File: config.mk
export PLATFORM = sky130hd
export DESIGN_NAME = gamepad_scanner
export DESIGN_NICKNAME = d
export VERILOG_FILES = /design/src/rtl/gamepad_scanner.sv
export SDC_FILE = /design/constraint.sdc
export NUM_CORES = 1
export LEC_CHECK = 0
export ABC_CLOCK_PERIOD_IN_PS = 2500
export CORE_AREA = 2 2 84 78
export CTS_CLUSTER_DIAMETER = 60
export DETAILED_ROUTE_END_ITERATION = 7
export DIE_AREA = 0 0 86 80
export GPL_ROUTABILITY_DRIVEN = 0
export PLACE_DENSITY = 0.77
export SETUP_SLACK_MARGIN = 0.4
export SYNTH_ARGS = -nofsm -noshare
export SYNTH_HDL_FRONTEND = slang
export SYNTH_SLANG_ARGS = --single-unit
export TNS_END_PERCENT = 50
File: constraint.sdc
create_clock -name CLOCK_50 -period 2.5 [get_ports CLOCK_50]
set_clock_uncertainty 0.05 [all_clocks]
set_input_delay 0.5 -clock CLOCK_50 [delete_from_list [all_inputs] [get_ports CLOCK_50]]
set_output_delay 0.5 -clock CLOCK_50 [all_outputs]
set_load 0.01 [all_outputs]
File: src/rtl/gamepad_scanner.sv
// gamepad_scanner
//   Scans a Sega-style multiplexed gamepad once per frame. A rising edge on
//   v_sync_in starts a scan: GP_PIN7_SELECT is driven high then low for
//   SETTLE_CYCLES cycles each and the pad lines are sampled on the last cycle
//   of each phase. At the end of the scan the result is debounced (a bit
//   changes only after two consecutive scans agree) and committed.
//
// Ports
//   CLOCK_50            in   system clock (50 MHz)
//   reset               in   asynchronous, active-high reset
//   v_sync_in           in   frame strobe, rising edge starts a scan
//   GP_PIN*             in   pad lines, active-low
//   GP_PIN7_SELECT      out  pad multiplex select
//   btn_state[11:0]     out  debounced buttons, active-high
//                            [0]up [1]down [2]left [3]right [4]A [5]B
//                            [6]C [7]start [8]X [9]Y [10]Z [11]mode
//   btn_posedge[11:0]   out  one-cycle press pulses, cycle after btn_state rises
//   pad_present         out  pad detected on the last scan
//   frame_done          out  one-cycle pulse when a scan result is committed
//
// Configuration
//   GP_SIX_BUTTON_EN    when defined, scans four select pairs and decodes the
//                       X/Y/Z/mode buttons of six-button pads; otherwise one
//                       pair is scanned and bits [11:8] stay 0.

module gamepad_scanner #(
  parameter int SETTLE_CYCLES = 500
) (
  input  logic        CLOCK_50,
  input  logic        reset,
  input  logic        v_sync_in,
  input  logic        GP_PIN1_UP_Z,
  input  logic        GP_PIN2_DOWN_Y,
  input  logic        GP_PIN3_LEFT_X,
  input  logic        GP_PIN4_RIGHT_MODE,
  input  logic        GP_PIN6_B_A,
  input  logic        GP_PIN9_C_START,
  output logic        GP_PIN7_SELECT,
  output logic [11:0] btn_state,
  output logic [11:0] btn_posedge,
  output logic        pad_present,
  output logic        frame_done
);

`ifdef GP_SIX_BUTTON_EN
  localparam int          NPAIRS    = 4;
  localparam logic [11:0] KEEP_MASK = 12'hFFF;
`else
  localparam int          NPAIRS    = 1;
  localparam logic [11:0] KEEP_MASK = 12'h0FF;
`endif
  localparam int CW = (SETTLE_CYCLES > 1) ? $clog2(SETTLE_CYCLES) : 1;

  typedef enum logic [1:0] {IDLE, SEL_HI, SEL_LO, COMMIT} state_t;

  state_t        state_q;
  logic [CW-1:0] cnt_q;
  logic [1:0]    pair_q;
  logic [6:0]    meta_q;
  logic [6:0]    sync_q;      // [5:0] pad lines (pin1,2,3,4,6,9), [6] v_sync
  logic          vs_prev_q;
  logic          sel_q;
  logic [11:0]   raw_q, raw_d;
  logic          cand_q, cand_d;
  logic          six_q, six_d;
  logic [11:0]   hist_q;
  logic [11:0]   btn_state_q, btn_prev_q, btn_posedge_q;
  logic          pad_present_q, frame_done_q;

  logic [5:0]    pad_s;
  logic          phase_end_s, last_pair_s, commit_s, vs_rise_s;
  logic [11:0]   scan_s, state_new_s, hist_new_s;

  assign pad_s       = sync_q[5:0];
  assign phase_end_s = (cnt_q == CW'(SETTLE_CYCLES - 1));
  assign last_pair_s = (pair_q == 2'(NPAIRS - 1));
  assign commit_s    = (state_q == SEL_LO) && phase_end_s && last_pair_s;
  assign vs_rise_s   = sync_q[6] & ~vs_prev_q;

  // Merge the sample of the current phase into the scan being assembled.
  always_comb begin
    raw_d  = raw_q;
    cand_d = cand_q;
    six_d  = six_q;
    if (phase_end_s && (state_q == SEL_HI)) begin
      if (pair_q == 2'd0) begin
        raw_d[0] = ~pad_s[0];
        raw_d[1] = ~pad_s[1];
        raw_d[2] = ~pad_s[2];
        raw_d[3] = ~pad_s[3];
        raw_d[5] = ~pad_s[4];
        raw_d[6] = ~pad_s[5];
      end else if ((pair_q == 2'd3) && six_q) begin
        raw_d[10] = ~pad_s[0];
        raw_d[9]  = ~pad_s[1];
        raw_d[8]  = ~pad_s[2];
        raw_d[11] = ~pad_s[3];
      end else begin
        raw_d = raw_q;
      end
    end else if (phase_end_s && (state_q == SEL_LO)) begin
      if (pair_q == 2'd0) begin
        raw_d[4] = ~pad_s[4];
        raw_d[7] = ~pad_s[5];
        cand_d   = ~pad_s[2] & ~pad_s[3];
      end else if (pair_q == 2'd2) begin
        // Six-button pads pull all four direction lines low in this phase.
        six_d = (pad_s[3:0] == 4'b0000);
      end else begin
        six_d = six_q;
      end
    end else begin
      raw_d = raw_q;
    end
  end

  // Two-scan debounce; a missing pad clears state and history outright.
  always_comb begin
    scan_s      = raw_d & KEEP_MASK;
    state_new_s = 12'h000;
    hist_new_s  = 12'h000;
    if (cand_d) begin
      hist_new_s  = scan_s;
      state_new_s = (btn_state_q & (scan_s ^ hist_q)) | (scan_s & ~(scan_s ^ hist_q));
    end else begin
      hist_new_s  = 12'h000;
      state_new_s = 12'h000;
    end
  end

  // Synchronizers, scan FSM, debounce state and registered outputs.
  always_ff @(posedge CLOCK_50 or posedge reset) begin
    if (reset) begin
      meta_q        <= 7'h00;
      sync_q        <= 7'h00;
      vs_prev_q     <= 1'b0;
      state_q       <= IDLE;
      cnt_q         <= '0;
      pair_q        <= 2'd0;
      sel_q         <= 1'b1;
      raw_q         <= 12'h000;
      cand_q        <= 1'b0;
      six_q         <= 1'b0;
      hist_q        <= 12'h000;
      btn_state_q   <= 12'h000;
      btn_prev_q    <= 12'h000;
      btn_posedge_q <= 12'h000;
      pad_present_q <= 1'b0;
      frame_done_q  <= 1'b0;
    end else begin
      meta_q        <= {v_sync_in, GP_PIN9_C_START, GP_PIN6_B_A, GP_PIN4_RIGHT_MODE,
                        GP_PIN3_LEFT_X, GP_PIN2_DOWN_Y, GP_PIN1_UP_Z};
      sync_q        <= meta_q;
      vs_prev_q     <= sync_q[6];
      raw_q         <= raw_d;
      cand_q        <= cand_d;
      six_q         <= six_d;
      frame_done_q  <= 1'b0;
      // Press pulse lags the state change by one cycle.
      btn_prev_q    <= btn_state_q;
      btn_posedge_q <= btn_state_q & ~btn_prev_q;
      case (state_q)
        IDLE: begin
          sel_q <= 1'b1;
          if (vs_rise_s) begin
            state_q <= SEL_HI;
            cnt_q   <= '0;
            pair_q  <= 2'd0;
            raw_q   <= 12'h000;
            cand_q  <= 1'b0;
            six_q   <= 1'b0;
          end else begin
            state_q <= IDLE;
          end
        end
        SEL_HI: begin
          if (phase_end_s) begin
            state_q <= SEL_LO;
            cnt_q   <= '0;
            sel_q   <= 1'b0;
          end else begin
            cnt_q <= cnt_q + CW'(1);
          end
        end
        SEL_LO: begin
          if (commit_s) begin
            state_q       <= COMMIT;
            cnt_q         <= '0;
            sel_q         <= 1'b1;
            btn_state_q   <= state_new_s;
            hist_q        <= hist_new_s;
            pad_present_q <= cand_d;
            frame_done_q  <= 1'b1;
          end else if (phase_end_s) begin
            state_q <= SEL_HI;
            cnt_q   <= '0;
            sel_q   <= 1'b1;
            pair_q  <= pair_q + 2'd1;
          end else begin
            cnt_q <= cnt_q + CW'(1);
          end
        end
        COMMIT: begin
          state_q <= IDLE;
          sel_q   <= 1'b1;
        end
        default: begin
          state_q <= IDLE;
          sel_q   <= 1'b1;
        end
      endcase
    end
  end

  assign GP_PIN7_SELECT = sel_q;
  assign btn_state      = btn_state_q & KEEP_MASK;
  assign btn_posedge    = btn_posedge_q & KEEP_MASK;
  assign pad_present    = pad_present_q;
  assign frame_done     = frame_done_q;

endmodule

Word-level counts from Yosys, hierarchy flattened
Index checks and enable logic that the tools add are counted.
{"block": "op_classes", "n_mux": 43, "bitwise_logic": 16, "addsub": 2, "n_reduce_logical": 14, "eq_ne": 11}
{"operator": "$mux W12", "n": 4}
{"operator": "$mux W9", "n": 3}
{"operator": "$pmux W9 S3", "n": 1}
{"operator": "$mux W1", "n": 21}
{"operator": "$mux W2", "n": 7}
{"operator": "$and A12 B12 Y12", "n": 1}
{"operator": "$and A8 B12 Y12", "n": 1}
{"operator": "$not A12 Y12", "n": 1}
{"operator": "$or A12 B12 Y12", "n": 1}
{"operator": "$xor A8 B12 Y12", "n": 1}
{"operator": "$add A9 B1 Y9 const B", "n": 1}
{"operator": "$eq A9 B9 Y1 const B", "n": 1}
{"operator": "$and A8 B8 Y8", "n": 1}
{"operator": "$eq A2 B2 Y1 const B", "n": 4}
{"operator": "$mux W4", "n": 2}
{"operator": "$mux W8", "n": 1}
{"operator": "$ne A2 B2 Y1 const B", "n": 4}
{"operator": "$not A8 Y8", "n": 1}
{"operator": "$pmux W2 S4", "n": 1}
{"operator": "$not A1 Y1", "n": 7}
{"operator": "$reduce_and A2 Y1", "n": 3}
{"operator": "$mux W5", "n": 1}
{"operator": "$logic_and A1 B1 Y1", "n": 4}
{"operator": "$logic_not A2 Y1", "n": 2}
{"operator": "11 further kinds", "n": 12}
{"block": "word_totals", "in_bits": 9, "regBits": 85, "out_inout_bits": 27}

Depth between registers and ports, before layout
Gate-level depths: netlist (run 1).
{"block": "depth", "word_depth": 10, "mapped_depth": 8}

Least setup slack after synthesis (run 1)
No wires, ideal clock.
{"block": "synth_path", "path_kind": "reg2reg", "startpoint": "reg state_q[0]", "endpoint": "reg btn_state_q[2]", "setup_slack_ps": 610, "t_arrival_ps": 1708, "setup_time_ps": 133, "path_stages_with_launch": 8, "required_time_ps": 2317, "cell_sequence": "dfrtp_1 > inv_1 > ha_1 > nand2_1 > or3_1 > buf_2 > a2111oi_2 > nor3_1"}
{"block": "synth_via", "elab_chain_cells": 8, "word_cells_on_any_way": 15, "cone_classes": "eq/ne (2); mux (4); bitwise (5); reduce/logical (4)"}
{"element": "from (decl)", "line": "56", "rtl": "state_t state_q;"}
{"element": "from (signal assigned)", "line": "137", "rtl": "state_q <= IDLE;"}
{"element": "from (signal assigned)", "line": "166", "rtl": "state_q <= SEL_HI;"}
{"element": "from (signal assigned)", "line": "173", "rtl": "state_q <= IDLE;"}
{"element": "$eq A2 B1 Y1", "line": "85", "rtl": "if (phase_end_s && (state_q == SEL_HI)) begin"}
{"element": "$logic_and A1 B1 Y1", "line": "85"}
{"element": "$mux W12", "line": "85"}
{"element": "$xor A8 B12 Y12", "line": "124", "rtl": "state_new_s = (btn_state_q & (scan_s ^ hist_q)) | (scan_s & ~(scan_s ^ hist_q));"}
{"element": "$not A12 Y12", "line": "124"}
{"element": "$and A8 B12 Y12", "line": "124"}
{"element": "$or A12 B12 Y12", "line": "124"}
{"element": "$mux W12", "line": "122", "rtl": "if (cand_d) begin"}
{"element": "to (signal assigned)", "line": "190", "rtl": "btn_state_q <= state_new_s;"}
{"element": "to (decl)", "line": "67", "rtl": "logic [11:0] btn_state_q, btn_prev_q, btn_posedge_q;"}
Several ways; a longest one is shown, not always the timed one.
A chain may end at the register's enable or synchronous reset.

Final worst setup path (run 1)
{"block": "layout_path", "startpoint": "reg state_q[1]", "endpoint": "reg cnt_q[7]"}
{"block": "layout_via", "elab_chain_cells": 5, "word_cells_on_any_way": 10, "cone_classes": "eq/ne (3); mux (2); reduce/logical (5)"}
{"element": "$eq A2 B2 Y1", "line": "77, 162"}
{"element": "$logic_and A1 B1 Y1 (2 in a row)", "line": "77", "rtl": "assign commit_s = (state_q == SEL_LO) && phase_end_s && last_pair_s;"}
{"element": "$mux W9", "line": "186", "rtl": "if (commit_s) begin"}
{"element": "$pmux W9 S3", "line": "162", "rtl": "case (state_q)"}
{"element": "to (signal assigned)", "line": "182", "rtl": "cnt_q <= cnt_q + CW'(1);"}
{"element": "to (signal assigned)", "line": "200", "rtl": "cnt_q <= cnt_q + CW'(1);"}
{"element": "to (decl)", "line": "57", "rtl": "logic [CW-1:0] cnt_q;"}
Several ways; a longest one is shown, not always the timed one.

==> impl_metrics.ini, run 1 <==
[yosys]
ys_ff_latch = 72
synth_cells = 287
synth_area_um2 = 3230
synth_compound_area_frac = 0.152
synth-adder-area-share = 0.0271
synth_xor_area_frac = 0.0136
syn_area_per_cell_um2 = 11.3
synthSimpleGateAreaFrac = 0.172
synth_warnings = 0
synth_top_family_by_area = simple AND/OR/NAND/NOR gates
ys_async_sr_fraction = 1.00
synth_enable_flop_cells = 0
ys_seq_area_frac = 0.558
synthFlopType = dfrtp_1
synth_cell_type_count = 55
synth_mux_area_frac = 0.0248

[critical_path]
r2r_cells = 6
cp.required_ns = 2.72
critPathArrivalTime_ns = 2.28
path_delay_family = simple AND/OR/NAND/NOR gates
worstPathCellList = inv_1 > ha_1 > and3b_1 > nor2_1 > or4_1 > a21oi_1
startpoint_type = flop
crit_path_top_delay_cell = or4_1
slowest_delay_ns = 0.51
crit_type = flop to flop
cp_num_buf_inv = 1
r2r_start = state_q[1]$_DFFE_PP0P_
reg2reg_setup_slack_ns = 0.44
crit_path_end_kind = flop
path_max_fanout = 8
rr_endpoint = cnt_q[7]$_DFFE_PP0P_

[global_route]
use_met1 = 0.290
grt_max_degree = 46
grt.met3_usage = 0.0548
antenna_found_initial = 0
grt_overflow = 0
grt_most_used_layer = met2
grt_pass1_wl_um = 10900
grt_use_total = 0.209
grt_pass1_vias = 2241
gr-usage-met2 = 0.309

[die]
rows = 27
die_x_um = 86
die-height_um = 80
die-area_um2 = 6880
pin_count = 36
design.core.area_um2 = 5980
initial_core_util = 0.540

[timing]
tightestPinTransition_ns = 0.555
timing.hold.ws_ns = 0.295
min_period_ns = 2.06
finalSetupViolCount = 0
final-hold-violation-count = 0
slew_viol_final = 0
rsz0062_at_grt = yes
period_share = 0.824
timing.fmax_mhz = 485
max-slew-margin-rel = 0.630
finalSetupTns_ns = 0

[clocking]
max-clock-path-buffers = 2
cts_tree = done
path_clk_slew_ns = 0.07
cts_sinks = 72
clockRootBuffer = clkbuf_8
numCtsBuffers = 9
htree_levels = 3
clk_latency_ns = 0.35

[pwr]
p_per_area_nw_per_um2 = 703
power_mw = 2.74
swShare = 0.315
p_sw_uw = 863
comb_power_share = 0.227
ir_worst_vdd_mv = 0.639
p_leak_nw = 1.70
p_seq_frac = 0.458
pwr-share-clk = 0.315
p_int_mw = 1.88

[route]
drc_errors = 0
wirelength_um = 6460
vias = 2318
drt_iter0_drc = 191
wl_per_cell_um = 16.2
firstDrtPassIters = 4
drtAntennaViolNets = 0
routed_via_density = 5.80

[finish]
regArea_um2 = 1800
fin_util = 0.652
multi_input_area_um2 = 1390
area_growth_syn_to_layout_pct = 20.7
nets = 340
antennaDiodeCount = 0
fillers = 447
drive_gt1_frac = 0.168

[run_status]
outcome = completed

[worst_hold_path]
hold_end = sync_q[2]$_DFF_PP0_
whs_path_depth = 0
hold_start = meta_q[2]$_DFF_PP0_
hold_class = flop to flop

[placed_design]
dp_hpwl_um = 4330
port-buffer-count = 27

[run]
maxCapViolCount = 0
## logic make-up after synthesis
family,Yosys count
AND/OR/NAND/NOR,93
flip-flops,72
AO/OA/AOI/OAI,70
buffers and inverters,31
multiplexers,8
adder cells (fa/ha/maj),7
XOR/XNOR,5
other,1
## cell usage in the layout, fill, tap and decap left out, types with 3 or more instances in the layout
cell,instances
ha_1,4
o21ai_0,8
a31oi_1,4
dfrtp_1,71
nor2_1,24
conb_1,8
nand2_1,21
nand3_1,7
buf_4,9
a21boi_0,4
clkbuf_8,9
a21oi_1,13
mux2i_1,6
o21ai_1,5
o22ai_1,6
nand4_1,3
nor2b_1,7
xnor2_1,4
and3b_1,3
inv_1,10
clkdlybuf4s50_1,27
o2bb2ai_1,5
clkinv_2,3
## repair_timing
item | in CTS | in global routing
setup buffers | 0 | 2
endpoints found under the hold margin | 0 | 0
resized for setup | 3 | 16
hold buffers | 0 | 0
pin swaps | 0 | 1
setup endpoints to repair | 15 | 28
## per-stage QoR
step	setup slack [ns]	cells	area, um2
after floorplan	0.610	294	3260
after global placement	0.376	383	3600
after detailed placement	0.337	383	3600
after CTS	0.345	398	3790
after global routing	0.318	400	3900
final	0.439	400	3900
## flip-flops by register name (all words and copies together) (netlist names)
name / flops
pad_present: 1
vs_prev_q: 1
btn_posedge_q: 8
pair_q: 2
frame_done: 1
state_q: 2
meta_q: 7
cnt_q: 9
GP_PIN7_SELECT: 1
hist_q: 8
sync_q: 7
btn_prev_q: 8
raw_q: 8
cand_q: 1
btn_state_q: 8
## worst reg2reg max path, delay by kind of cell (launching register included)
kind | cells | cell delay [ns]
AND/OR/NAND/NOR | 3 | 0.89
adder cells (fa/ha/maj) | 1 | 0.35
flip-flops | 1 | 0.41
AO/OA/AOI/OAI | 1 | 0.15
buffers and inverters | 1 | 0.14
## power groups by stage
stage / Sequential (mW) / Clock [mW] / Combinational (mW)
2_1_floorplan: 1.27 / 0 / 0.416
3_3_place_gp: 1.27 / 0 / 0.566
3_5_place_dp: 1.27 / 0 / 0.575
4_1_cts: 1.26 / 0.891 / 0.584
5_1_grt: 1.26 / 0.939 / 0.697
6_report: 1.26 / 0.862 / 0.623
## synth_stat cells (7+ instances only)
library cell | number | area (um2)
dfrtp_1 | 71 | 1780
nor2_1 | 24 | 90.1
nand2_1 | 22 | 82.6
a21oi_1 | 14 | 70.1
inv_1 | 11 | 41.3
buf_4 | 9 | 67.6
mux2i_1 | 8 | 80.1
nand3_1 | 8 | 40.0
nor2b_1 | 8 | 50.1
o21ai_0 | 8 | 40.0
ha_1 | 7 | 87.6
## cell type report
type	instances	area share
Timing Repair Buffer	39	0.0998
Inverter	11	0.0116
Tap cell	72	0.0231
Sequential cell	72	0.463
Multi-Input combinational cell	191	0.355
Clock buffer	9	0.0318
Clock inverter	6	0.0157
## routing by layer
metal  vias to the layer above  routed length [um]
met1                      1157                2950
met4                         0                 135
met2                        65                3020
met3                        14                 361
li1                       1082                   -
met5                         -                   0
## worst max path at each step
stage,start,endpoint,slack (ns),depth (start not counted)
after floorplan,state_q[0]$_DFFE_PP0P_,btn_state_q[2]$_DFFE_PP0P_,0.61,7
after detailed placement,pair_q[0]$_DFFE_PP0P_,btn_state_q[3]$_DFFE_PP0P_,0.34,7
after global placement,pair_q[0]$_DFFE_PP0P_,btn_state_q[2]$_DFFE_PP0P_,0.38,7
after CTS,cnt_q[0]$_DFFE_PP0P_,btn_state_q[1]$_DFFE_PP0P_,0.35,6
final,state_q[1]$_DFFE_PP0P_,cnt_q[7]$_DFFE_PP0P_,0.44,6
after global routing,state_q[1]$_DFFE_PP0P_,cnt_q[7]$_DFFE_PP0P_,0.32,6
No activity file was read; power rests on OpenSTA's default activity.
==> run 2: changes to the inputs <==
Settings changed: ABC_CLOCK_PERIOD_IN_PS 2500 to 2000.
Clock period 2.5 ns to 2 ns, I/O delays scaled along.
==> run 2 against run 1 <==
Utilization increased by 17 points. Worst setup slack lost 0.36 ns. Sequential power grew 25%. Routed wire length up 50%. Maximum frequency up 7.3%. Combinational power grew to 2.5 times the previous value. Final cell count is 17% higher. Non-clock buffer count is 68 higher. Sequential share of layout area down 9.3 points. Final area grew 25%. Global-route usage is 4.9 points higher. Critical endpoint is now btn_state_q[1]$_DFFE_PP0P_. Largest power group unchanged.
==> impl_metrics.ini, run 2 (same netlist as run 1, synthesis figures left out) <==
[run_status]
outcome = completed

[die]
rows = 27
die_x_um = 86
pin_count = 36
die-area_um2 = 6880
initial_core_util = 0.540
design.core.area_um2 = 5980
die-height_um = 80

[critical_path]
critPathArrivalTime_ns = 2.11
slowest_delay_ns = 0.51
startpoint_type = flop
reg2reg_setup_slack_ns = 0.08
r2r_cells = 5
rr_endpoint = btn_state_q[1]$_DFFE_PP0P_
crit_type = flop to flop
crit_path_top_delay_cell = dfrtp_1
cp_num_buf_inv = 1
crit_path_end_kind = flop
path_max_fanout = 6
r2r_start = cnt_q[8]$_DFFE_PP0P_
path_delay_family = simple AND/OR/NAND/NOR gates
worstPathCellList = nor4bb_4 > buf_6 > nand4_4 > o2bb2ai_2 > a311o_1
cp.required_ns = 2.19

[route]
drc_errors = 0
drt_iter0_drc = 297
wirelength_um = 9670
vias = 2870
wl_per_cell_um = 20.6
drtAntennaViolNets = 0
routed_via_density = 6.12
firstDrtPassIters = 5

[pwr]
ir_worst_vdd_mv = 0.736
power_mw = 4.44
p_per_area_nw_per_um2 = 907
p_leak_nw = 2.22

[global_route]
grt_overflow = 0
grt_use_total = 0.258
grt_pass1_wl_um = 13500
grt_pass1_vias = 2714
antenna_found_initial = 0
grt_max_degree = 73

[timing]
period_share = 0.961
timing.fmax_mhz = 520
finalSetupTns_ns = 0
timing.hold.ws_ns = 0.300
finalSetupViolCount = 0
min_period_ns = 1.92
final.setup.worst_slack_ns = 0.0784
rsz0062_at_grt = yes
slew_viol_final = 0
final-hold-violation-count = 0

[clocking]
path_clk_slew_ns = 0.08
cts_sinks = 72
htree_levels = 3
cts_tree = done
numCtsBuffers = 9
clockRootBuffer = clkbuf_8
max-clock-path-buffers = 2
postCtsHoldBufs = 0
clk_latency_ns = 0.37

[finish]
antennaDiodeCount = 0
multi_input_area_um2 = 1730
largest_reg_flops = 9
fin_area_um2 = 4890
regArea_um2 = 1810
fillers = 280
mostFrequentLayoutCell = dfrtp_1
drive_gt1_frac = 0.438
max_flop_register = cnt_q
layout_common_cells = 67 x dfrtp_1, 54 x buf_4, 23 x buf_6
area_growth_syn_to_layout_pct = 51.4
fin_util = 0.818
nets = 408
final-instance-count-excl-fill = 469

[worst_hold_path]
hold_class = flop to flop
whs_path_depth = 0
hold_start = meta_q[1]$_DFF_PP0_
hold_end = sync_q[1]$_DFF_PP0_

[placed_design]
dp_slack_ns = -0.0692
numPlacedInstances = 400
port-buffer-count = 27
dpl_cell_area_um2 = 3710
dp_hpwl_um = 4420

[run]
maxCapViolCount = 0
run 2: layer usage:
layer,track usage,wire (um)
met3,0.0672,656
met1,0.337,3960
met5,0,0
met2,0.404,4660
met4,0.117,403
run 2: timing repair:
action                                  in CTS  in global routing
buffers inserted                            31                 22
gates resized for setup                     87                 43
pin swaps                                   25                 19
endpoints found under the setup margin      60                 57
run 2: layout make-up:
cell class                 instances  share of cell area
inverter                          11              0.0102
tap                               72              0.0184
timing repair buffer             107               0.203
clock buffer                      10              0.0261
multi-input combinational        191               0.354
sequential                        72               0.370
clock inverter                     6              0.0192
run 2: power by group:
part / switching, mW / total (mW) / internal, mW
clock: 0.581 / 1.29 / 0.708
combinational: 0.816 / 1.56 / 0.748
sequential: 0.0632 / 1.58 / 1.52
run 2: worst max-delay path by stage:
stage,start,depth (start not counted),slack [ns],to
after global routing,cnt_q[8]$_DFFE_PP0P_,5,0.06,btn_state_q[1]$_DFFE_PP0P_
after floorplan,state_q[0]$_DFFE_PP0P_,7,0.11,btn_state_q[2]$_DFFE_PP0P_
after detailed placement,cnt_q[0]$_DFFE_PP0P_,6,-0.07,btn_state_q[7]$_DFFE_PP0P_
after CTS,state_q[0]$_DFFE_PP0P_,8,0.19,btn_state_q[7]$_DFFE_PP0P_
after global placement,cnt_q[0]$_DFFE_PP0P_,6,-0.01,btn_state_q[7]$_DFFE_PP0P_
final,cnt_q[8]$_DFFE_PP0P_,5,0.08,btn_state_q[1]$_DFFE_PP0P_
run 2: worst reg2reg max path: stages (launching register included):
cell       delay (ns)
dfrtp_1          0.51
nor4bb_4         0.39
buf_6            0.19
nand4_4          0.15
o2bb2ai_2        0.18
a311o_1          0.33
==> run 3: changes to the inputs <==
Settings changed: SLEW_MARGIN set to 25.
==> results of run 3 <==
Same layout as run 2: the final DEF is identical, and so are final timing and power.
